**src/rtl/ysyx_24110006_trap_ctrl_pkg.sv**
```systemverilog
// rtl/ysyx_24110006_trap_ctrl_pkg.sv - shared cause codes and FSM encodings for the trap controller
package ysyx_24110006_trap_ctrl_pkg;

    // Exception/interrupt code field of mcause; the interrupt flag is the MSB
    // and is added by the priority encoder so the codes stay XLEN-independent.
    localparam int CODE_W = 4;
    typedef logic [CODE_W-1:0] code_t;

    localparam code_t CAUSE_IFAULT  = 4'd1;
    localparam code_t CAUSE_ILLEGAL = 4'd2;
    localparam code_t CAUSE_EBREAK  = 4'd3;
    localparam code_t CAUSE_LMIS    = 4'd4;
    localparam code_t CAUSE_SMIS    = 4'd6;
    localparam code_t CAUSE_MTI     = 4'd7;
    localparam code_t CAUSE_ECALL_M = 4'd11;

    typedef enum logic [1:0] {
        ST_IDLE     = 2'd0,
        ST_COMMIT   = 2'd1,
        ST_REDIRECT = 2'd2
    } state_t;

endpackage

```
**src/rtl/ysyx_24110006_trap_prio.sv**
```systemverilog
// rtl/ysyx_24110006_trap_prio.sv - combinational trap source priority encoder
// Ports: i_irq and the retire fault flags in; o_take (some trap source active)
// and o_mcause (full mcause value, interrupt flag in the MSB) out.
module ysyx_24110006_trap_prio
    import ysyx_24110006_trap_ctrl_pkg::*;
#(
    parameter int XLEN = 32
) (
    input  logic            i_irq,
    input  logic            i_ifault,
    input  logic            i_illegal,
    input  logic            i_ebreak,
    input  logic            i_ecall,
    input  logic            i_lmisalign,
    input  logic            i_smisalign,
    output logic            o_take,
    output logic [XLEN-1:0] o_mcause
);

    code_t code;
    logic  is_int;

    always_comb begin
        code   = '0;
        is_int = 1'b0;
        o_take = 1'b1;
        if (i_irq) begin
            code   = CAUSE_MTI;
            is_int = 1'b1;
        end else if (i_ifault) begin
            code = CAUSE_IFAULT;
        end else if (i_illegal) begin
            code = CAUSE_ILLEGAL;
        end else if (i_ebreak) begin
            code = CAUSE_EBREAK;
        end else if (i_ecall) begin
            code = CAUSE_ECALL_M;
        end else if (i_lmisalign) begin
            code = CAUSE_LMIS;
        end else if (i_smisalign) begin
            code = CAUSE_SMIS;
        end else begin
            o_take = 1'b0;
        end
    end

    assign o_mcause = {is_int, {(XLEN-1-CODE_W){1'b0}}, code};

endmodule

```
**src/rtl/ysyx_24110006_trap_ctrl.sv**
```systemverilog
// rtl/ysyx_24110006_trap_ctrl.sv - machine-mode trap initiator between retire point, CSR file and IFU
// Ports: retire handshake (i_retire_valid/o_retire_ready, pc, fault flags, mret),
// interrupt enables (i_mie/i_mtie/i_mtip), CSR write strobe (o_csr_*) with the
// CSR target i_csr_upc, flush plus redirect handshake to the IFU, and a
// saturating count of traps taken.
module ysyx_24110006_trap_ctrl
    import ysyx_24110006_trap_ctrl_pkg::*;
#(
    parameter int XLEN  = 32,
    parameter int CNT_W = 16
) (
    input  logic             i_clock,
    input  logic             i_reset_n,
    input  logic             i_retire_valid,
    output logic             o_retire_ready,
    input  logic [XLEN-1:0]  i_retire_pc,
    input  logic             i_ifault,
    input  logic             i_illegal,
    input  logic             i_ecall,
    input  logic             i_ebreak,
    input  logic             i_lmisalign,
    input  logic             i_smisalign,
    input  logic             i_mret,
    input  logic             i_mie,
    input  logic             i_mtie,
    input  logic             i_mtip,
    output logic             o_csr_valid,
    output logic             o_csr_exception,
    output logic             o_csr_mret,
    output logic [XLEN-1:0]  o_csr_mcause,
    output logic [XLEN-1:0]  o_csr_pc,
    input  logic [XLEN-1:0]  i_csr_upc,
    output logic             o_flush,
    output logic             o_redirect_valid,
    input  logic             i_redirect_ready,
    output logic [XLEN-1:0]  o_redirect_pc,
    output logic [CNT_W-1:0] o_trap_count
);

    state_t            state, state_nxt;
    logic              take;
    logic [XLEN-1:0]   mcause;
    logic              hs;
    logic              start;
    logic [XLEN-1:0]   cause_q;
    logic [XLEN-1:0]   pc_q;
    logic              trap_q;
    logic              mret_q;
    logic [XLEN-1:0]   redir_q;
    logic [CNT_W-1:0]  cnt_q;

    // The timer interrupt is only considered here, i.e. while IDLE; a pending
    // rise during COMMIT/REDIRECT waits for the next retiring instruction.
    ysyx_24110006_trap_prio #(.XLEN(XLEN)) u_prio (
        .i_irq       (i_mtip & i_mtie & i_mie),
        .i_ifault    (i_ifault),
        .i_illegal   (i_illegal),
        .i_ebreak    (i_ebreak),
        .i_ecall     (i_ecall),
        .i_lmisalign (i_lmisalign),
        .i_smisalign (i_smisalign),
        .o_take      (take),
        .o_mcause    (mcause)
    );

    assign hs    = (state == ST_IDLE) && i_retire_valid;
    assign start = hs && (take || i_mret);

    always_ff @(posedge i_clock or negedge i_reset_n) begin
        if (!i_reset_n) begin
            state <= ST_IDLE;
        end else begin
            state <= state_nxt;
        end
    end

    always_comb begin
        state_nxt = state;
        case (state)
            ST_IDLE:     if (start) state_nxt = ST_COMMIT;
            ST_COMMIT:   state_nxt = ST_REDIRECT;
            ST_REDIRECT: if (i_redirect_ready) state_nxt = ST_IDLE;
            default:     state_nxt = ST_IDLE;
        endcase
    end

    always_ff @(posedge i_clock or negedge i_reset_n) begin
        if (!i_reset_n) begin
            cause_q <= '0;
            pc_q    <= '0;
            trap_q  <= 1'b0;
            mret_q  <= 1'b0;
            redir_q <= '0;
            cnt_q   <= '0;
        end else begin
            if (start) begin
                // A trap source wins over mret, so mret is only remembered alone.
                cause_q <= take ? mcause : '0;
                pc_q    <= i_retire_pc;
                trap_q  <= take;
                mret_q  <= ~take & i_mret;
            end
            if (state == ST_COMMIT) begin
                redir_q <= i_csr_upc;
                if (trap_q && (cnt_q != '1)) begin
                    cnt_q <= cnt_q + 1'b1;
                end
            end
        end
    end

    always_comb begin
        o_retire_ready   = 1'b0;
        o_csr_valid      = 1'b0;
        o_csr_exception  = 1'b0;
        o_csr_mret       = 1'b0;
        o_csr_mcause     = '0;
        o_csr_pc         = '0;
        o_flush          = 1'b0;
        o_redirect_valid = 1'b0;
        o_redirect_pc    = '0;
        case (state)
            ST_IDLE: begin
                o_retire_ready = 1'b1;
            end
            ST_COMMIT: begin
                o_csr_valid     = 1'b1;
                o_flush         = 1'b1;
                o_csr_exception = trap_q;
                o_csr_mret      = mret_q;
                o_csr_mcause    = cause_q;
                o_csr_pc        = pc_q;
            end
            ST_REDIRECT: begin
                o_flush          = 1'b1;
                o_redirect_valid = 1'b1;
                o_redirect_pc    = redir_q;
            end
            default: begin
                o_retire_ready = 1'b0;
            end
        endcase
    end

    assign o_trap_count = cnt_q;

endmodule

```
**config.mk**
```make
export PLATFORM = sky130hd
export DESIGN_NAME = ysyx_24110006_trap_ctrl
export DESIGN_NICKNAME = d
export VERILOG_FILES = /design/src/rtl/ysyx_24110006_trap_ctrl_pkg.sv /design/src/rtl/ysyx_24110006_trap_prio.sv /design/src/rtl/ysyx_24110006_trap_ctrl.sv
export SDC_FILE = /design/constraint.sdc
export NUM_CORES = 1
export LEC_CHECK = 0
export BUFFER_PORTS_ARGS = -buffer_cell sky130_fd_sc_hd__buf_4
export CORE_ASPECT_RATIO = 0.8
export CORE_MARGIN = 2
export CORE_UTILIZATION = 47
export DETAILED_ROUTE_END_ITERATION = 8
export PLACE_DENSITY = 0.8
export REMOVE_ABC_BUFFERS = 1
export SLEW_MARGIN = 5
export SYNTH_ARGS = -nofsm -noshare
export SYNTH_HDL_FRONTEND = slang
export SYNTH_SLANG_ARGS = --single-unit
```
**constraint.sdc**
```tcl
create_clock -name i_clock -period 2.4 [get_ports i_clock]
set_input_delay 0.36 -clock i_clock [delete_from_list [all_inputs] [get_ports i_clock]]
set_output_delay 0.36 -clock i_clock [all_outputs]
set_load 0.05 [all_outputs]
```
# ---- Word-level counts from Yosys, hierarchy flattened
# Cells that the tools add are included.
dict set report op_classes {
  n_reduce_logical 8
  n_bitwise 4
  n_eq_ne 5
  mux 28
  n_addsub 1
}
# op n
set ops {}
lappend ops {{two-way mux 32 bit} 4}
lappend ops {{two-way mux 4 bit} 6}
lappend ops {{adder 16 x 1 -> 16 bit, second input constant} 1}
lappend ops {{!= test 16 bit, second input constant} 1}
lappend ops {{two-way mux 1 bit} 14}
lappend ops {{case mux 2 bit (3 select lines)} 1}
lappend ops {{two-way mux 2 bit} 2}
lappend ops {{!= test 2 bit, second input constant} 2}
lappend ops {{AND reduction 2 bit} 2}
lappend ops {{AND 1 bit} 3}
lappend ops {{logical AND 1 bit} 3}
lappend ops {{two-way mux 3 bit} 1}
lappend ops {{== test 2 x 1 -> 1 bit, second input constant} 1}
lappend ops {{== test 2 bit, second input constant} 1}
lappend ops {{zero test 2 bit} 1}
lappend ops {{OR reduction 2 bit} 1}
lappend ops {{logical OR 1 bit} 1}
lappend ops {{inverter 1 bit} 1}
dict set report totals {
  input_bits 78
  elab_cells 53
  output_inout_bits 118
  register_bits 116
}

# ---- Depth between registers and ports, before layout
# Gate-level depths: netlist (run 1).
dict set report depth {
  ltp_word 11
  ltp_mapped 8
  ltp_nobuf 7
}

# ---- By module
# A second synthesis (run 1) with hierarchy kept.
dict set report hier_totals {
  cells_unflattened 512
  hier_area_um2 5574.1
}
# module instances area_per_inst_um2 cells_each
set modules_own_cells {}
lappend modules_own_cells {ysyx_24110006_trap_ctrl 1 5285.1 470}
lappend modules_own_cells {ysyx_24110006_trap_prio 1 289.0 42}

# ---- Least setup slack after synthesis (run 1)
# OpenSTA, ideal clock, no wires.
dict set report synth_timing {
  path_kind {register to register}
  from {register state[1]}
  to {register cnt_q[14], in the netlist o_trap_count[14]}
  path_stages_with_launch 9
  setup_ns 0.082
  arrival_time_ns 2.391
  path_slack_ns -0.073
  required_time_ns 2.318
  period_less_slack_ns 2.473
  n_path_buf 1
  path_cell_list {dfrtp_1 > inv_1 > ha_1 > clkbuf_1 > nand2_1 > inv_1 > o2111ai_1 > nor3_1 > xor2_1}
}
dict set report synth_via {
  elab_chain_cells 2
}
# element line_no
set synth_rtl {}
lappend synth_rtl {{start: declaration} ysyx_24110006_trap_ctrl.sv:40} ;# state_t state, state_nxt;
lappend synth_rtl {{start signal: assignment} ysyx_24110006_trap_ctrl.sv:73} ;# state <= state_nxt;
lappend synth_rtl {{== test 2 x 1 -> 1 bit} ysyx_24110006_trap_ctrl.sv:103} ;# if (state == ST_COMMIT) begin
lappend synth_rtl {{AND reduction 2 bit (no source line)} --}
lappend synth_rtl {{end signal: assignment} ysyx_24110006_trap_ctrl.sv:106} ;# cnt_q <= cnt_q + 1'b1;
lappend synth_rtl {{end: declaration} ysyx_24110006_trap_ctrl.sv:50} ;# logic [CNT_W-1:0] cnt_q;
# No other way between the ends.
# A chain may end at the register's enable or synchronous reset.

# ---- Worst setup path in the final report (run 1)
dict set report layout_timing {
  from {register state[1]}
  to {output port o_csr_pc[1]}
}
dict set report layout_via {
  elab_chain_cells 2
}
# element line_no
set layout_rtl {}
lappend layout_rtl {{== test 2 x 1 -> 1 bit} ysyx_24110006_trap_ctrl.sv:122} ;# case (state)
lappend layout_rtl {{two-way mux 32 bit} ysyx_24110006_trap_ctrl.sv:122}
lappend layout_rtl {{end: declaration} ysyx_24110006_trap_ctrl.sv:31} ;# output logic [XLEN-1:0] o_csr_pc,
# No other way between the ends.

==> flow_metrics.py, run 1 <==
metrics = {
    "floorplanning": {
        "coreArea_um2": 9000,
        "ioPinCount": 196,
        "start_util": 0.480,
        "fp.dieW_um": 111,
        "fp.dieH_um": 89.7,
        "die_area_um2": 9970,
        "fp-row-count": 31,
    },
    "yosys": {
        "synth_ff_type": "dfrtp_1",
        "synth_area_leaders": "dfrtp_1 52%, mux2_2 14%, and2_1 10%, buf_4 4.9%, mux2_1 3.7%",
        "synth_seq_cells": 89,
        "syn_inst": 358,
        "ys_warn_count": 0,
        "postSynthAreaPerCell_um2": 12.1,
        "synthTopCellsByCount": "89 x dfrtp_1, 70 x and2_1, 52 x mux2_2, 28 x buf_4, 14 x mux2_1",
        "netlist_area_um2": 4320,
        "synth_cell_types": 40,
        "synth_seq_area_share": 0.516,
        "synthArstFlopShare": 1.00,
        "yosysTopAreaCell": "dfrtp_1",
        "synth_top_area_frac": 0.516,
        "synth_most_common_cell": "dfrtp_1",
        "synth_edf_count": 0,
    },
    "power_and_ir_drop": {
        "swShare": 0.444,
        "p_clk_frac": 0.172,
        "vdd_drop_max_mv": 1.01,
        "seq_power_share": 0.304,
        "power.total_mw": 8.23,
        "p_int_mw": 4.57,
        "p_comb_frac": 0.524,
        "powerDensity_nw_per_um2": 1390,
        "leakage_nw": 2.93,
        "power_switching_mw": 3.66,
    },
    "sta": {
        "relSlewSlack": 0.600,
        "fmax_mhz": 489,
        "final-hold-violation-count": 0,
        "rsz0062_at_grt": "false",
        "fin_skew_ns": 0.00872,
        "whs_ns": 0.0291,
        "layout_min_cycle_time_ns": 2.04,
        "slew_violations": 0,
        "period_share": 0.852,
        "worst_pin_slew_ns": 0.601,
        "tns_ns": 0,
        "setup_viol": 0,
    },
    "layout": {
        "n_fill_cell": 708,
        "antenna-diode-count": 0,
        "syn_to_final_growth_pct": 37.1,
        "drive_gt1_frac": 0.463,
        "fin_nets": 610,
    },
    "global_routing": {
        "grt_max_degree": 48,
        "track_usage": 0.195,
        "grt_antenna_before_repair": 0,
        "grt_pass1_wl_um": 15800,
        "grt_overflow_total": 0,
        "grt_pass1_vias": 3199,
    },
    "drt": {
        "wire_per_inst_um": 15.1,
        "drc": 0,
        "viasPerCell": 4.96,
        "firstDrtPassIters": 4,
        "drt-initial-drc-count": 98,
        "wirelength_um": 9800,
        "route.vias.total": 3217,
        "ant_nets": 0,
    },
    "cts": {
        "clock-sinks": 89,
        "cts_setup_buffers": 0,
        "clk_latency_ns": 0.33,
        "cts_resized": 0,
        "cts_root_buf": "clkbuf_16",
        "cts_tree": "yes",
        "numCtsBuffers": 9,
        "cts_hold_buf": 0,
        "cts_buffer_depth": 2,
        "htreeDepth": 3,
        "path_clk_slew_ns": 0.07,
    },
    "worst_setup_path": {
        "path_buf_inv": 3,
        "cp_data_arrival_time_ns": 1.68,
        "cp_data_required_time_ns": 2.04,
        "end_kind": "output port",
        "crit_fanout": 23,
        "cp_slowest_stage_delay_ns": 0.40,
        "crit_path_start_kind": "register",
        "path_delay_family": "buffers and inverters",
        "r2r_slack_ns": 0.58,
        "crit_type": "register to output port",
        "cp_common_cell": "buf_4",
        "r2r_start": "state[1]$_DFFE_PN0P_",
        "cp-startpoint": "state[1]$_DFFE_PN0P_",
        "worst_path_max_delay_cell": "dfrtp_1",
        "path_cells": "inv_1, ha_2, buf_4, and2_1, buf_4",
    },
    "outcome": {
        "status": "finished, final reports clean",
    },
    "placement": {
        "portBuffers": 168,
        "dp_hpwl_um": 7370,
        "gp_congestion": 0.805,
    },
    "run": {
        "maxCapViolations": 0,
    },
    "worst_hold_path": {
        "hold_path.class": "input pin to async pin",
    },
}
## stage by stage
step	cells	setup slack [ns]	cell area (um2)	utilization
2_1_floorplan	342	-1.31	4130	-
3_3_place_gp	632	0.298	5610	0.624
3_5_place_dp	632	0.250	5610	0.624
4_1_cts	648	0.325	5920	0.658
5_1_grt	648	0.244	5920	0.658
6_report	648	0.356	5920	0.658
## final timing paths
path                                      endpoint  cells after the start
setup reg to reg           redir_q[17]$_DFFE_PN0P_                      5
hold / removal             redir_q[13]$_DFFE_PN0P_                      1
hold reg to reg             cause_q[3]$_DFFE_PN0P_                      2
min in group i_clock          pc_q[19]$_DFFE_PN0P_                      2
max in group asynchronous   cause_q[0]$_DFFE_PN0P_                      2
setup / recovery                       o_csr_pc[1]                      5
## state kept, by name (all words and copies together) (netlist names)
name and flops:
cause_q 5, mret_q 1, o_trap_count 16, pc_q 32
redir_q 32, state 2, trap_q 1
## power by group through the flow
stage               sequential [mW]  clock, mW  combinational [mW]
floorplan                      2.55          0                3.02
global placement               2.49          0                4.26
detailed placement             2.53          0                4.35
CTS                            2.51       1.45                4.36
global route                   2.58       1.52                4.55
finish                         2.50       1.41                4.31
## metal layers
layer,part of all wire,GRT usage,wire [um]
met5,0,0,0
met4,0.012,0.0504,113
met3,0.066,0.0533,649
met2,0.50,0.327,4880
met1,0.42,0.254,4160
## placed cells by master, fill, tap and decap left out, types with 2 or more instances in the layout
master / Yosys / final
nor3_1: 3 / 3
xnor2_1: 5 / 5
nand4_1: 8 / 8
inv_6: 0 / 2
nand2_1: 7 / 7
nand3_1: 8 / 8
and3_1: 2 / 2
o21ai_0: 6 / 6
ha_1: 4 / 3
nor2_1: 8 / 8
conb_1: 1 / 27
clkinv_4: 0 / 2
a21oi_1: 2 / 2
clkbuf_16: 0 / 9
mux2_1: 14 / 14
buf_4: 28 / 173
dfrtp_1: 89 / 89
and2_1: 70 / 70
mux2_2: 52 / 52
and4_1: 2 / 2
buf_12: 0 / 2
xor2_1: 10 / 10
a22o_1: 2 / 2
inv_1: 5 / 5
nor4_1: 2 / 2
## cells by family (layout without fill, tap and decap cells)
group / after synthesis / after routing / synth area share
AO/OA/AOI/OAI: 21 / 21 / 0.0391
XOR/XNOR: 15 / 15 / 0.0304
adder cells (fa/ha/maj): 4 / 4 / 0.0116
buffers and inverters: 47 / 196 / 0.0704
flip-flops: 89 / 89 / 0.516
multiplexers: 66 / 66 / 0.172
other: 1 / 27 / 0.000869
AND/OR/NAND/NOR: 115 / 115 / 0.159
## area by class of cell
class | instances | area (um2) | area share
timing repair buffer | 175 | 1340 | 0.226
clock buffer | 9 | 225 | 0.0381
clock inverter | 7 | 77.6 | 0.0131
sequential | 89 | 2230 | 0.376
tap | 115 | 144 | 0.0243
inverter | 5 | 18.8 | 0.00317
multi-input combinational | 248 | 1890 | 0.319
## worst register-to-register path, stage by stage (launching register included)
cell and delay, ns:
dfrtp_1 0.40, inv_1 0.09, ha_2 0.19, buf_4 0.27, buf_4 0.34, mux2_2 0.40
(Power assumes the default switching activity.)
==> run 2, diff against run 1 <==
CORE_UTILIZATION = 43   (was 47)
PLACE_DENSITY = 0.77   (was 0.8)
clock period = 1.8 ns   (was 2.4 ns; I/O delays follow)
==> run 2 against run 1 <==
  * The run now ends with negative setup slack left
  * Final cell count increased by 6.9%
  * Core utilization increased by 5.3 points
  * First-iteration DRC count increased by 23%
  * Via count increased by 4.1%
  * Clock-buffer cell count unchanged
  * Critical path depth unchanged
  * Clock power increased by 28%
  * Largest cell class unchanged
==> flow_metrics.py, run 2 (same netlist as run 1, synthesis figures left out) <==
metrics = {
    "layout": {
        "antenna-diode-count": 0,
        "final_cell_mix": "115 x buf_4, 89 x dfrtp_1, 54 x and2_4, 52 x mux2_2, 50 x buf_8",
        "fin_nets": 635,
        "drive_gt1_frac": 0.598,
        "syn_to_final_growth_pct": 59.5,
        "finalNonFillerCells": 693,
        "design_area_um2": 6890,
        "final_util": 0.711,
        "mostFrequentLayoutCell": "buf_4",
    },
    "drt": {
        "viasPerCell": 4.83,
        "firstDrtPassIters": 4,
        "ant_nets": 0,
        "route.vias.total": 3348,
        "wire_per_inst_um": 16.5,
        "drc": 0,
        "wl_met2_um": 5840,
        "wl_met3_um": 698,
        "highest_layer": "met4",
        "m1WireLength_um": 4740,
        "drt-initial-drc-count": 121,
        "wirelength_um": 11400,
    },
    "cts": {
        "cts_tree": "yes",
        "cts_buffer_depth": 2,
        "clk_latency_ns": 0.33,
        "path_clk_slew_ns": 0.06,
        "cts_root_buf": "clkbuf_16",
        "clock-sinks": 89,
        "htreeDepth": 3,
        "numCtsBuffers": 9,
    },
    "worst_setup_path": {
        "crit_type": "register to output port",
        "crit_path_start_kind": "register",
        "cp_data_arrival_time_ns": 1.56,
        "r2r_slack_ns": 0.07,
        "crit_fanout": 5,
        "ff2ff_path_depth": 6,
        "worstReg2RegEnd": "o_trap_count[1]$_DFFE_PN0P_",
        "cp_data_required_time_ns": 1.53,
        "end_kind": "output port",
        "r2r_start": "o_trap_count[1]$_DFFE_PN0P_",
    },
    "sta": {
        "fin_skew_ns": 0.00490,
        "final-hold-violation-count": 0,
        "slew_violations": 0,
        "layout_min_cycle_time_ns": 1.83,
        "period_share": 1.02,
        "setup_viol": 38,
        "rsz0062_at_grt": "true",
        "tns_ns": -0.513,
        "fmax_mhz": 546,
        "setup_ws_ns": -0.0307,
    },
    "floorplanning": {
        "fp.dieW_um": 116,
        "die_area_um2": 10900,
        "fp.dieH_um": 93.6,
        "start_util": 0.446,
        "ioPinCount": 196,
        "coreArea_um2": 9690,
        "fp-row-count": 32,
    },
    "outcome": {
        "violations": "negative setup slack",
        "status": "finished, violations left",
    },
    "global_routing": {
        "track_usage": 0.200,
        "grt_pass1_wl_um": 16800,
        "grt_antenna_before_repair": 0,
        "grt_pass1_vias": 3431,
        "grt_overflow_total": 0,
        "grt_max_degree": 43,
    },
    "placement": {
        "gp_congestion": 0.807,
        "portBuffers": 168,
        "placedCellCount": 667,
        "dp_hpwl_um": 7590,
        "placed_area_um2": 5770,
    },
    "worst_hold_path": {
        "hold_path_end": "pc_q[22]$_DFFE_PN0P_",
        "hold_path.class": "input pin to register",
        "hold_path_depth": 2,
        "hp-start": "i_retire_pc[22]",
    },
    "power_and_ir_drop": {
        "vdd_drop_max_mv": 1.25,
        "powerDensity_nw_per_um2": 1860,
        "power.total_mw": 12.8,
        "leakage_nw": 3.28,
    },
    "run": {
        "maxCapViolations": 0,
    },
}
==> run 2: cell count changes in the layout (fill, tap and decap cells not counted), sizes merged <==
cell,before,now
inv,7,5
clkbuf,9,11
dlygate4sd3,0,1
clkinvlp,1,2
buf,175,197
==> run 2: routing by layer <==
metal,vias up,GRT usage
li1,1565,-
met1,1636,0.248
met2,137,0.344
met3,10,0.0544
met4,0,0.0546
met5,-,0
==> run 2: worst max path at each step <==
stage / cells after the start / start / slack, ns / end
2_1_floorplan: 7 / state[1]$_DFFE_PN0P_ / -1.91 / o_trap_count[14]$_DFFE_PN0P_
3_3_place_gp: 5 / i_ecall / -0.16 / pc_q[16]$_DFFE_PN0P_
3_5_place_dp: 5 / i_ecall / -0.20 / pc_q[3]$_DFFE_PN0P_
4_1_cts: 6 / state[1]$_DFFE_PN0P_ / -0.06 / o_csr_pc[2]
5_1_grt: 6 / state[1]$_DFFE_PN0P_ / -0.1 / o_csr_pc[8]
6_report: 5 / state[0]$_DFFE_PN0P_ / -0.03 / o_csr_pc[19]
==> run 2: area by class of cell <==
cell class                 instances  area (um2)
fill                             677        2800
sequential                        89        2230
timing repair buffer             200        2110
multi-input combinational        248        2070
clock buffer                       9         225
tap                              136         170
clock inverter                     6        60.1
inverter                           5        18.8
==> run 2: repair_timing <==
action | in CTS | in global routing
endpoints found under the hold margin | 30 | 0
buffers inserted | 5 | 1
hold buffers | 1 | 0
pin swaps | 4 | 1
setup endpoints to repair | 71 | 79
gates resized for setup | 125 | 69
cloned | 2 | 3
==> run 2: power by group <==
group          switching [mW]  leakage, nW  total, mW  internal, mW
clock                   0.752        0.137       1.81          1.06
sequential              0.495         1.08       3.38          2.89
combinational            4.08         2.06       7.63          3.55
total                    5.33         3.28       12.8          7.49
==> run 2: critical path, cell delays in order, from the launching register on <==
cell and delay (ns):
dfrtp_1 0.43, ha_4 0.21, buf_12 0.14, clkbuf_16 0.15, and2_4 0.16, buf_8 0.14
==> run 2: through the flow <==
stage | setup slack (ns) | hold WS, ns
detailed placement | -0.201 | 0.240
finish | -0.0307 | 0.149
global route | -0.0991 | 0.141
CTS | -0.0609 | 0.136
floorplan | -1.91 | -0.0256
global placement | -0.159 | 0.231
==> run 3, diff against run 2 <==
RECOVER_POWER = 50   (was not set)
==> run 3 against run 2 <==
  * The run still ends with negative setup slack left
  * Maximum frequency about the same
  * Hold slack worse by 0.0014 ns
  * Wire length about the same
  * Combinational power is essentially flat
  * Critical path type unchanged
  * Largest power group unchanged
==> flow_metrics.py, run 3 (same netlist as run 1, synthesis figures left out) <==
metrics = {
    "outcome": {
        "status": "finished, violations left",
        "violations": "negative setup slack",
    },
    "placement": {
        "placed_area_um2": 5770,
        "gp_congestion": 0.807,
        "portBuffers": 168,
        "dp_hpwl_um": 7590,
        "placedCellCount": 667,
    },
    "floorplanning": {
        "fp-row-count": 32,
        "coreArea_um2": 9690,
        "ioPinCount": 196,
        "die_area_um2": 10900,
        "fp.dieW_um": 116,
        "fp.dieH_um": 93.6,
        "start_util": 0.446,
    },
    "sta": {
        "final-hold-violation-count": 0,
        "period_share": 1.02,
        "fin_skew_ns": 0.00479,
        "setup_ws_ns": -0.0314,
        "relSlewSlack": 0.456,
        "slew_violations": 0,
        "worst_pin_slew_ns": 0.815,
        "fmax_mhz": 546,
        "setup_viol": 42,
        "layout_min_cycle_time_ns": 1.83,
        "rsz0062_at_grt": "true",
    },
    "power_and_ir_drop": {
        "power.total_mw": 12.8,
        "vdd_drop_max_mv": 1.25,
        "powerDensity_nw_per_um2": 1870,
        "leakage_nw": 3.24,
    },
    "layout": {
        "mostFrequentLayoutCell": "buf_4",
        "n_fill_cell": 693,
        "drive_gt1_frac": 0.583,
        "final_cell_mix": "105 x buf_4, 89 x dfrtp_1, 54 x and2_4, 52 x mux2_2, 50 x buf_8",
        "design_area_um2": 6840,
        "antenna-diode-count": 0,
        "fin_nets": 635,
        "finalNonFillerCells": 693,
        "regArea_um2": 2230,
        "multiInputGateArea_um2": 2070,
        "final_util": 0.706,
        "syn_to_final_growth_pct": 58.5,
    },
    "drt": {
        "viasPerCell": 4.83,
        "drt-initial-drc-count": 112,
        "ant_nets": 0,
        "wire_per_inst_um": 16.5,
        "wirelength_um": 11400,
        "firstDrtPassIters": 4,
        "drc": 0,
        "route.vias.total": 3348,
    },
    "global_routing": {
        "use_met3": 0.0544,
        "grt.met2_usage": 0.344,
        "grt_pass1_vias": 3431,
        "track_usage": 0.200,
        "grt_overflow_total": 0,
        "use_met1": 0.248,
        "grt_antenna_before_repair": 0,
        "grt_max_degree": 43,
        "grt_pass1_wl_um": 16800,
        "grt-busiest-layer": "met2",
    },
    "cts": {
        "path_clk_slew_ns": 0.06,
        "cts_buffer_depth": 2,
        "clock-sinks": 89,
        "clk_latency_ns": 0.33,
        "cts_root_buf": "clkbuf_16",
        "numCtsBuffers": 9,
        "cts_tree": "yes",
        "htreeDepth": 3,
    },
    "worst_setup_path": {
        "cp_data_arrival_time_ns": 1.56,
        "path_cells": "ha_4, buf_12, clkbuf_16, and2_4, buf_8",
        "path_delay_family": "buffers and inverters",
        "cp_slowest_stage_delay_ns": 0.43,
        "worst_path_max_delay_cell": "dfrtp_1",
        "crit_type": "register to output port",
        "end_kind": "output port",
        "path_buf_inv": 3,
        "crit_fanout": 5,
        "cp_data_required_time_ns": 1.53,
        "crit_path_start_kind": "register",
    },
    "run": {
        "maxCapViolations": 0,
    },
    "worst_hold_path": {
        "hold_path.class": "input pin to register",
    },
}
run 3: worst paths after layout:
check / depth (start not counted) / slack (ns) / endpoint / start
max reg2reg: 6 / 0.08 / o_trap_count[1]$_DFFE_PN0P_ / o_trap_count[1]$_DFFE_PN0P_
max: 5 / -0.03 / o_csr_pc[19] / state[0]$_DFFE_PN0P_
min in group asynchronous: 2 / 0.55 / pc_q[5]$_DFFE_PN0P_ / i_reset_n
max in group asynchronous: 3 / 0.31 / pc_q[0]$_DFFE_PN0P_ / i_reset_n
min: 2 / 0.15 / pc_q[22]$_DFFE_PN0P_ / i_retire_pc[22]
min reg2reg: 1 / 0.48 / trap_q$_DFFE_PN0P_ / trap_q$_DFFE_PN0P_
run 3: metrics by stage:
step | setup TNS [ns] | hold slack (ns) | setup slack, ns
6_report | -0.540 | 0.147 | -0.0314
2_1_floorplan | -121.55 | -0.0256 | -1.91
5_1_grt | -4.56 | 0.141 | -0.0991
4_1_cts | -2.36 | 0.136 | -0.0609
3_3_place_gp | -5.03 | 0.231 | -0.159
3_5_place_dp | -6.35 | 0.240 | -0.201
run 3: final cells by class:
cell class | instances | share of cell area
flip-flops and latches | 89 | 0.326
multi-input cells | 248 | 0.303
repair buffers | 200 | 0.302
clock buffers | 9 | 0.0329
well taps | 136 | 0.0249
clock inverters | 6 | 0.00878
inverters | 5 | 0.00274
run 3: report_power, final:
part	total, mW	switching [mW]	internal (mW)
sequential	3.39	0.501	2.89
clock	1.81	0.751	1.06
combinational	7.61	4.08	3.52
total	12.8	5.34	7.47
run 3: worst register-to-register path, stage by stage (launching register included):
cell,delay (ns)
dfrtp_1,0.41
ha_2,0.22
nand3_1,0.13
nor4_2,0.29
buf_4,0.20
nor2_1,0.08
mux2_2,0.28
run 3: metal layers:
layer | up-vias | share of wire
li1 | 1569 | -
met1 | 1639 | 0.42
met2 | 130 | 0.51
met3 | 10 | 0.057
met4 | 0 | 0.011
met5 | - | 0
run 3: repair_timing:
item,in CTS,in global routing
buffers inserted,5,1
pin swaps,4,1
setup endpoints to repair,71,79
hold buffers,1,0
endpoints found under the hold margin,30,0
gates cloned,2,3
gates resized for setup,125,69
